<file path="config.mk">
export PLATFORM = sky130hd
export DESIGN_NAME = mem_stage
export DESIGN_NICKNAME = d
export VERILOG_FILES = /design/src/rtl/mem_stage.sv
export SDC_FILE = /design/constraint.sdc
export NUM_CORES = 2
export LEC_CHECK = 0
export CAP_MARGIN = 30
export CELL_PAD_IN_SITES_DETAIL_PLACEMENT = 2
export CELL_PAD_IN_SITES_GLOBAL_PLACEMENT = 2
export CORE_MARGIN = 1.5
export CORE_UTILIZATION = 35
export CTS_BUF_LIST = sky130_fd_sc_hd__clkbuf_4 sky130_fd_sc_hd__clkbuf_8
export DETAILED_ROUTE_END_ITERATION = 10
export PLACE_DENSITY_LB_ADDON = 0.1
export SYNTH_ARGS = -nofsm -noshare
export SYNTH_HDL_FRONTEND = slang
export SYNTH_SLANG_ARGS = --single-unit
</file>
<file path="constraint.sdc">
create_clock -name clock -period 7.3 [get_ports clock]
set_input_delay 1.095 -clock clock [delete_from_list [all_inputs] [get_ports clock]]
set_output_delay 1.095 -clock clock [all_outputs]
set_load 0.03 [all_outputs]
</file>
<file path="src/rtl/mem_stage.sv">
// mem_stage: MEM stage of the 16-bit pipeline, directly downstream of EX.
// Holds the EX/MEM register, a data memory with MEM_LATENCY wait states per
// load/store, branch resolution and the MEM/WB register. While a memory access
// is still waiting, mem_busy stalls the upstream stages and MEM/WB receives
// bubbles.
//
// Ports:
//   clock, reset_n              rising-edge clock, synchronous active-low reset
//   adderOutput, outputALU,     EX results: branch target, ALU result/address,
//   zeroEx, data2ALU_out, RD    zero flag, store data, destination register
//   memReadEx, memWriteEx,      EX control fields
//   branchEx, regWriteEx,
//   memToRegEx
//   flush                       replace the incoming EX instruction with a bubble
//   mem_busy                    stall request to IF/ID/EX
//   PCSrc, branchTarget         taken-branch redirect
//   result_ALU_MEM, rd_mem,     EX/MEM fields fed back to EX for forwarding
//   regWrite_mem
//   readData_WB, aluResult_WB,  MEM/WB register
//   rd_WB, regWrite_WB,
//   memToReg_WB
module mem_stage #(
    parameter int unsigned DEPTH       = 256,
    parameter int unsigned MEM_LATENCY = 0
) (
    input  logic        clock,
    input  logic        reset_n,
    input  logic [15:0] adderOutput,
    input  logic [15:0] outputALU,
    input  logic        zeroEx,
    input  logic [15:0] data2ALU_out,
    input  logic [2:0]  RD,
    input  logic        memReadEx,
    input  logic        memWriteEx,
    input  logic        branchEx,
    input  logic        regWriteEx,
    input  logic        memToRegEx,
    input  logic        flush,
    output logic        mem_busy,
    output logic        PCSrc,
    output logic [15:0] branchTarget,
    output logic [15:0] result_ALU_MEM,
    output logic [2:0]  rd_mem,
    output logic        regWrite_mem,
    output logic [15:0] readData_WB,
    output logic [15:0] aluResult_WB,
    output logic [2:0]  rd_WB,
    output logic        regWrite_WB,
    output logic        memToReg_WB
);

    localparam int unsigned AddrW  = $clog2(DEPTH);
    localparam logic [3:0]  LatCnt = 4'(MEM_LATENCY);

    typedef enum logic [0:0] {StIdle, StWait} state_t;

    state_t      state;
    logic [3:0]  cnt;

    // EX/MEM fields not exposed as outputs
    logic        zeroMem;
    logic [15:0] storeData;
    logic        memRead_mem;
    logic        memWrite_mem;
    logic        branch_mem;
    logic        memToReg_mem;

    logic [15:0] mem [DEPTH];

    logic             memOp;
    logic             memDone;
    logic [AddrW-1:0] addr;
    logic [15:0]      loadData;

    assign memOp    = memRead_mem | memWrite_mem;
    assign mem_busy = memOp & (cnt != LatCnt);
    assign memDone  = memOp & ~mem_busy;
    assign addr     = result_ALU_MEM[AddrW-1:0];
    // Simultaneous read+write is treated as a store; the load result reads as 0.
    assign loadData = (memRead_mem && !memWrite_mem) ? mem[addr] : 16'h0000;
    assign PCSrc    = branch_mem & zeroMem;

    // Memory array is not reset; a reset on the completion edge suppresses the write.
    always_ff @(posedge clock) begin
        if (reset_n && memDone && memWrite_mem) begin
            mem[addr] <= storeData;
        end
    end

    always_ff @(posedge clock) begin
        if (!reset_n) begin
            state          <= StIdle;
            cnt            <= 4'd0;
            branchTarget   <= 16'h0000;
            result_ALU_MEM <= 16'h0000;
            zeroMem        <= 1'b0;
            storeData      <= 16'h0000;
            rd_mem         <= 3'd0;
            memRead_mem    <= 1'b0;
            memWrite_mem   <= 1'b0;
            branch_mem     <= 1'b0;
            regWrite_mem   <= 1'b0;
            memToReg_mem   <= 1'b0;
            readData_WB    <= 16'h0000;
            aluResult_WB   <= 16'h0000;
            rd_WB          <= 3'd0;
            regWrite_WB    <= 1'b0;
            memToReg_WB    <= 1'b0;
        end else begin
            // Wait-state counter: counts edges spent busy, clears on completion.
            unique case (state)
                StIdle: begin
                    if (mem_busy) begin
                        cnt   <= 4'd1;
                        state <= StWait;
                    end
                end
                StWait: begin
                    if (mem_busy) begin
                        cnt <= cnt + 4'd1;
                    end else begin
                        cnt   <= 4'd0;
                        state <= StIdle;
                    end
                end
                default: begin
                    cnt   <= 4'd0;
                    state <= StIdle;
                end
            endcase

            if (!mem_busy) begin
                // EX/MEM capture; flush zeroes only the control fields.
                branchTarget   <= adderOutput;
                result_ALU_MEM <= outputALU;
                zeroMem        <= zeroEx;
                storeData      <= data2ALU_out;
                rd_mem         <= RD;
                memRead_mem    <= memReadEx & ~flush;
                memWrite_mem   <= memWriteEx & ~flush;
                branch_mem     <= branchEx & ~flush;
                regWrite_mem   <= regWriteEx & ~flush;
                memToReg_mem   <= memToRegEx & ~flush;

                readData_WB  <= loadData;
                aluResult_WB <= result_ALU_MEM;
                rd_WB        <= rd_mem;
                regWrite_WB  <= regWrite_mem;
                memToReg_WB  <= memToReg_mem;
            end else begin
                // EX/MEM holds; WB receives a bubble each waiting cycle.
                readData_WB  <= 16'h0000;
                aluResult_WB <= 16'h0000;
                rd_WB        <= 3'd0;
                regWrite_WB  <= 1'b0;
                memToReg_WB  <= 1'b0;
            end
        end
    end

endmodule

</file>
## Word-level counts from Yosys, hierarchy flattened

Memory sizes are Yosys's and may differ from the RTL's. A register that Yosys moved wholly into a read port is not among the register bits.
Index checks and enable logic that the tools add are counted.

| storage, ports and cells | value |
|---|---|
| input bits | 60 |
| output and inout bits | 75 |
| bits in registers | 83 |
| bits in writable memories | 4,096 |
| memories kept | 1 |
| logic and storage cells | 46 |

Memory list:

| name | words | width | read ports | clocked after memory_dff | write ports | RTL line | text |
|---|---|---|---|---|---|---|---|
| mem | 256 | 16 | 1 | 1 | 1 | 68 | `logic [15:0] mem [DEPTH];` |

| operators by class | value |
|---|---|
| reduce and logical (&&, ||, !) cells | 7 |
| multiplexer cells | 6 |
| bitwise logic cells | 14 |
| add/subtract/negate cells | 1 |
| equality and inequality tests | 1 |

Operators by type and width:

| kind | number |
|---|---|
| $and A1 B1 Y1 | 8 |
| $mux W4 | 2 |
| $pmux W4 S2 | 1 |
| $not A1 Y1 | 5 |
| $add A4 B1 Y4 const B | 1 |
| $reduce_bool A4 Y1 | 1 |
| $logic_and A1 B1 Y1 | 3 |
| $mux W1 | 3 |
| $reduce_or A3 Y1 | 1 |
| $ne A2 B2 Y1 const B | 1 |
| $reduce_or A2 Y1 | 1 |
| $logic_not A1 Y1 | 1 |
| $or A1 B1 Y1 | 1 |

## Depth between registers and ports, before layout

| depth | value |
|---|---|
| depth after elaboration | 8 |
| mapped depth | 12 |
| gate-level depth less buffers | 10 |

## Worst setup path before layout

No wires, ideal clock.

| timing path | value |
|---|---|
| path kind | register -> register |
| from | reg storeData[0] |
| to | mem mem[0][0] (data pin) |
| required time | 6.444 ns |
| data arrival time | 3.397 ns |
| clock period less this slack | 4.253 ns |
| setup slack | 3.047 ns |
| stages on the path, launching flop included | 1 |
| library setup time | 0.856 ns |
| buffers on the path | 0 |
| path through | dfxtp_1 |

RTL lines:

| item | RTL line | text |
|---|---|---|
| from (decl) | 62 | `logic [15:0] storeData;` |
| from (signal assigned) | 137 | `storeData <= data2ALU_out;` |
| to (decl) | 68 |  |

Straight into the memory's write port.

==> summary.md <==
| Metric | Value |
|---|---|
| Overflow after GRT | `0` |
| Post-route minimum period | `about 4.9 ns` |
| Dpl ws | `1.98 ns` |
| TNS Setup | `0 ns` |
| Die ar. | `462000 um^2` |
| Rows | `248` |
| Ranking of synthesized cells by area | `edfxtp_1 (77%), mux4_2 (8.0%), mux2i_1 (5.7%)` |
| Worst-path clk slew | `0.06 ns` |
| Filler Cell Count | `42667` |
| CP peak stage delay | `0.85 ns` |
| Routed met3 length | `22000 um` |
| Final ANT Viol Nets | `0` |
| Worst Max-Slew Pin Slew | `about 1.5 ns` |
| Leak | `58.8 nW` |
| Largest net degree at the start of global routing | `around 170` |
| Core region area | `456000 um^2` |
| Ys flop type | `edfxtp_1` |
| Avg Inst Size Synth | `around 20 um^2` |
| EDFF count, synth | `4096` |
| Total CTS buffers | `roughly 720` |
| Hold Path Sink | `storeData[11]` |
| Final setup fails | `0` |
| Metal2 WL | `254000 um` |
| Sink Count | `4195` |
| Worst Path Required | `8.42 ns` |
| Headroom to the max-slew limit | `-3.02%` |
| P per Cell Area | `267 nW/um^2` |
| Post-CTS Setup Bufs | `0` |
| Clock Skews | `0.0783 ns` |
| CP most frequent cell | `buf_4` |
| Clk_lat worst skew | `1.28 ns` |
| Die height | `680 um` |
| Root buffer cell | `clkbuf_8` |
| Seq/Total Area, Yosys | `77.9%` |
| Post-CTS sizing | `0` |
| Status | `finished, violations left` |
| Post-synth top area cell | `edfxtp_1` |
| Final hold vios | `0` |
| Reg2reg path depth | `9` |
| CTS tree | `built` |
| Total number of vias | `approximately 84000` |
| Syn-to-layout area delta | `16.2%` |
| Die X | `around 680 um` |
| # DRC | `0` |
| Slowest CP cell | `o21ai_0` |
| Max Cap Violations | `0` |
| # port buffers | `134` |
| Synth Cell Area | `160000 um^2` |
| Critical Path AT | `6.07 ns` |
| Max clock buf depth | `4` |
| Antenna violations before repair | `48` |
| Worst hold path type | `in2reg` |
| Most common cell in the synthesized netlist | `edfxtp_1` |
| Crit Path Class | `reg2reg` |
| Wire length on met1 | `232000 um` |
| Fin nets | `8917` |
| Yosys warns | `0` |
| Failing checks | `slew limit` |
| RSZ-0062 raised after global routing | `no` |
| Top-area cell type share of the netlist area | `76.7%` |
| Hold Path Depth | `3` |
| CP cell instances | `buf_4 -> nand4bb_4 -> buf_4 -> o22ai_1 -> nor4_1 -> nand3_1 -> o21ai_0 -> and4_1 -> o211ai_1` |
| Final period util | `approximately two thirds` |
| Distinct cell type count after synthesis | `52` |
| Final wirelength | `520000 um` |
| Vias in the first global route | `just over 90000` |
| Critical path launch point type | `flip-flop` |
| First-pass GRT wire length | `726000 um` |
| Synth Register Bits | `between 4000 and 5000` |
| WL/cell | `33.7 um` |
| Worst r2r dst | `readData_WB[2]` |
| Syn Inst Count | `7972` |
| Initial core utilization | `35.2%` |
| Detailed placer's ending HPWL | `316000 um` |
| Initial DRC Count | `between 7000 and 8000` |
| CP Capture Type | `flip-flop` |
| Detail-routed via count per cell | `approximately 5.4` |
| Worst VDD drop | `approximately 200 uV` |
| Max layer used | `met5` |
| R2R Path Start | `result_ALU_MEM[3]` |
| Boundary pin count | `135` |
| Layout cell share with drive strength beyond 1 | `25.1%` |
| Post-synth ARST share | `0%` |
| Max Clock Freq | `202 MHz` |
| CTS hold repair buffers | `0` |
| Commonest cells post-synth | `edfxtp_1 (4096), mux2i_1 (917), mux4_2 (569)` |
| Syn nets | `8034` |
| Final Max Slew Viols | `75` |
| RD Place Congestion | `0.806` |
| Final worst setup slack | `between 2 and 2.5 ns` |
| R2R setup slack | `2.36 ns` |
| Worst-path maximum fanout | `32` |
| Htree depth | `6` |
| 1st-pass router iterations | `5` |
| Total global-route track usage | `22.1%` |
| HP Start | `data2ALU_out[11]` |
==> where the power goes <==
part / internal [mW] / switching [mW]
registers: 26.5 / 0.134
logic: 0.721 / 1.39
clock network: 11.1 / 9.81
==> how the worst max path moves through the flow <==
| stage | from | to | slack [ns] | cells after the start |
|---|---|---|---|---|
| 4_1_cts | result_ALU_MEM[3] | readData_WB[2] | 2.34 | 9 |
| 5_1_grt | result_ALU_MEM[3] | readData_WB[2] | 2.20 | 9 |
| 3_3_place_gp | reset_n | readData_WB[9] | 0.99 | 7 |
| 2_1_floorplan | storeData[0] | mem[0][0] | 3.05 | 0 |
| 6_report | result_ALU_MEM[3] | readData_WB[2] | 2.36 | 9 |
| 3_5_place_dp | reset_n | readData_WB[3] | 1.98 | 7 |
==> worst max-delay path, delay by kind of cell, from the launching register on <==
family                 cells  cell delay [ns]
AND/OR/NAND/NOR            4             1.73
AO/OA/AOI/OAI              3             1.27
buffers and inverters      2             0.96
flip-flops                 1             0.69
==> flip-flops by register name, indices dropped and copies added (netlist names) <==
name and cells:
memRead_mem 1, branch_mem 1, aluResult_WB 16, cnt 4, branchTarget 16, memWrite_mem 1
result_ALU_MEM 16, memToReg_WB 1, regWrite_mem 1, memToReg_mem 1, readData_WB 16, rd_mem 3
regWrite_WB 1, mem 4096, state 1, rd_WB 3, zeroMem 1, storeData 16
==> layout make-up <==
| type | count | area, um^2 | share of cell area [%] |
|---|---|---|---|
| tap | 6000 | 7510 | 4.03 |
| timing repair buffer | 636 | 6280 | 3.37 |
| antenna | 13 | 32.5 | 0.0175 |
| clock buffer | 1015 | 12300 | 6.61 |
| inverter | 7 | 27.5 | 0.0148 |
| clock inverter | 266 | 1500 | 0.804 |
| sequential | 4195 | 125000 | 67.1 |
| multi-input combinational | 3291 | 33500 | 18.0 |
==> metrics by stage <==
stage / util, % / cells / area (um^2) / power [mW] / hold slack [ns]
floorplan: - / 7972 / 160000 / 28.3 / 0.436
global placement: 37.5 / 14032 / 171000 / 29.2 / 0.449
detailed placement: 37.8 / 14120 / 172000 / 29.3 / 0.469
CTS: 40.8 / 15401 / 186000 / 50.3 / 0.243
global route: 40.8 / 15414 / 186000 / 51.3 / 0.332
finish: 40.8 / 15423 / 186000 / 49.6 / 0.403
==> metal layers <==
layer | track usage, % | vias to the layer above
met4 | 5.74 | 4
met5 | 0 | -
met1 | 30.9 | 46121
li1 | - | 34913
met2 | 36.8 | 2097
met3 | 2.70 | 679
==> cells in the final DEF, fill, tap and decap left out, types with 15 or more instances in the layout <==
cell and instances:
clkinv_2 50, clkinv_1 172, nor2_2 98, clkbuf_4 266, nand2_1 126, buf_8 48, o21ai_1 26, a221o_1 124
a32oi_1 33, a21oi_1 78, nand4_1 65, and4_1 15, nand2b_1 129, mux2i_1 917, buf_4 379, o21ai_0 86
clkinvlp_4 16, clkdlybuf4s50_1 133, clkbuf_8 751, mux4_2 569, nand3_1 83, dfxtp_4 19, edfxtp_1 4096, a21boi_0 57
a221oi_1 30, buf_16 15, dfxtp_1 77, a22oi_1 181, nand2_2 16, nor4_1 51, o22ai_1 250, buf_12 40
o211ai_1 61, nor2_1 185, and3_1 36
==> cell families after synthesis <==
group | share of synthesized area, %
AND/OR/NAND/NOR | 2.72
flip-flops | 77.9
multiplexers | 13.7
AO/OA/AOI/OAI | 4.11
adder cells (fa/ha/maj) | 0.0156
buffers and inverters | 1.48
No activity file was read; power rests on OpenSTA's default activity.
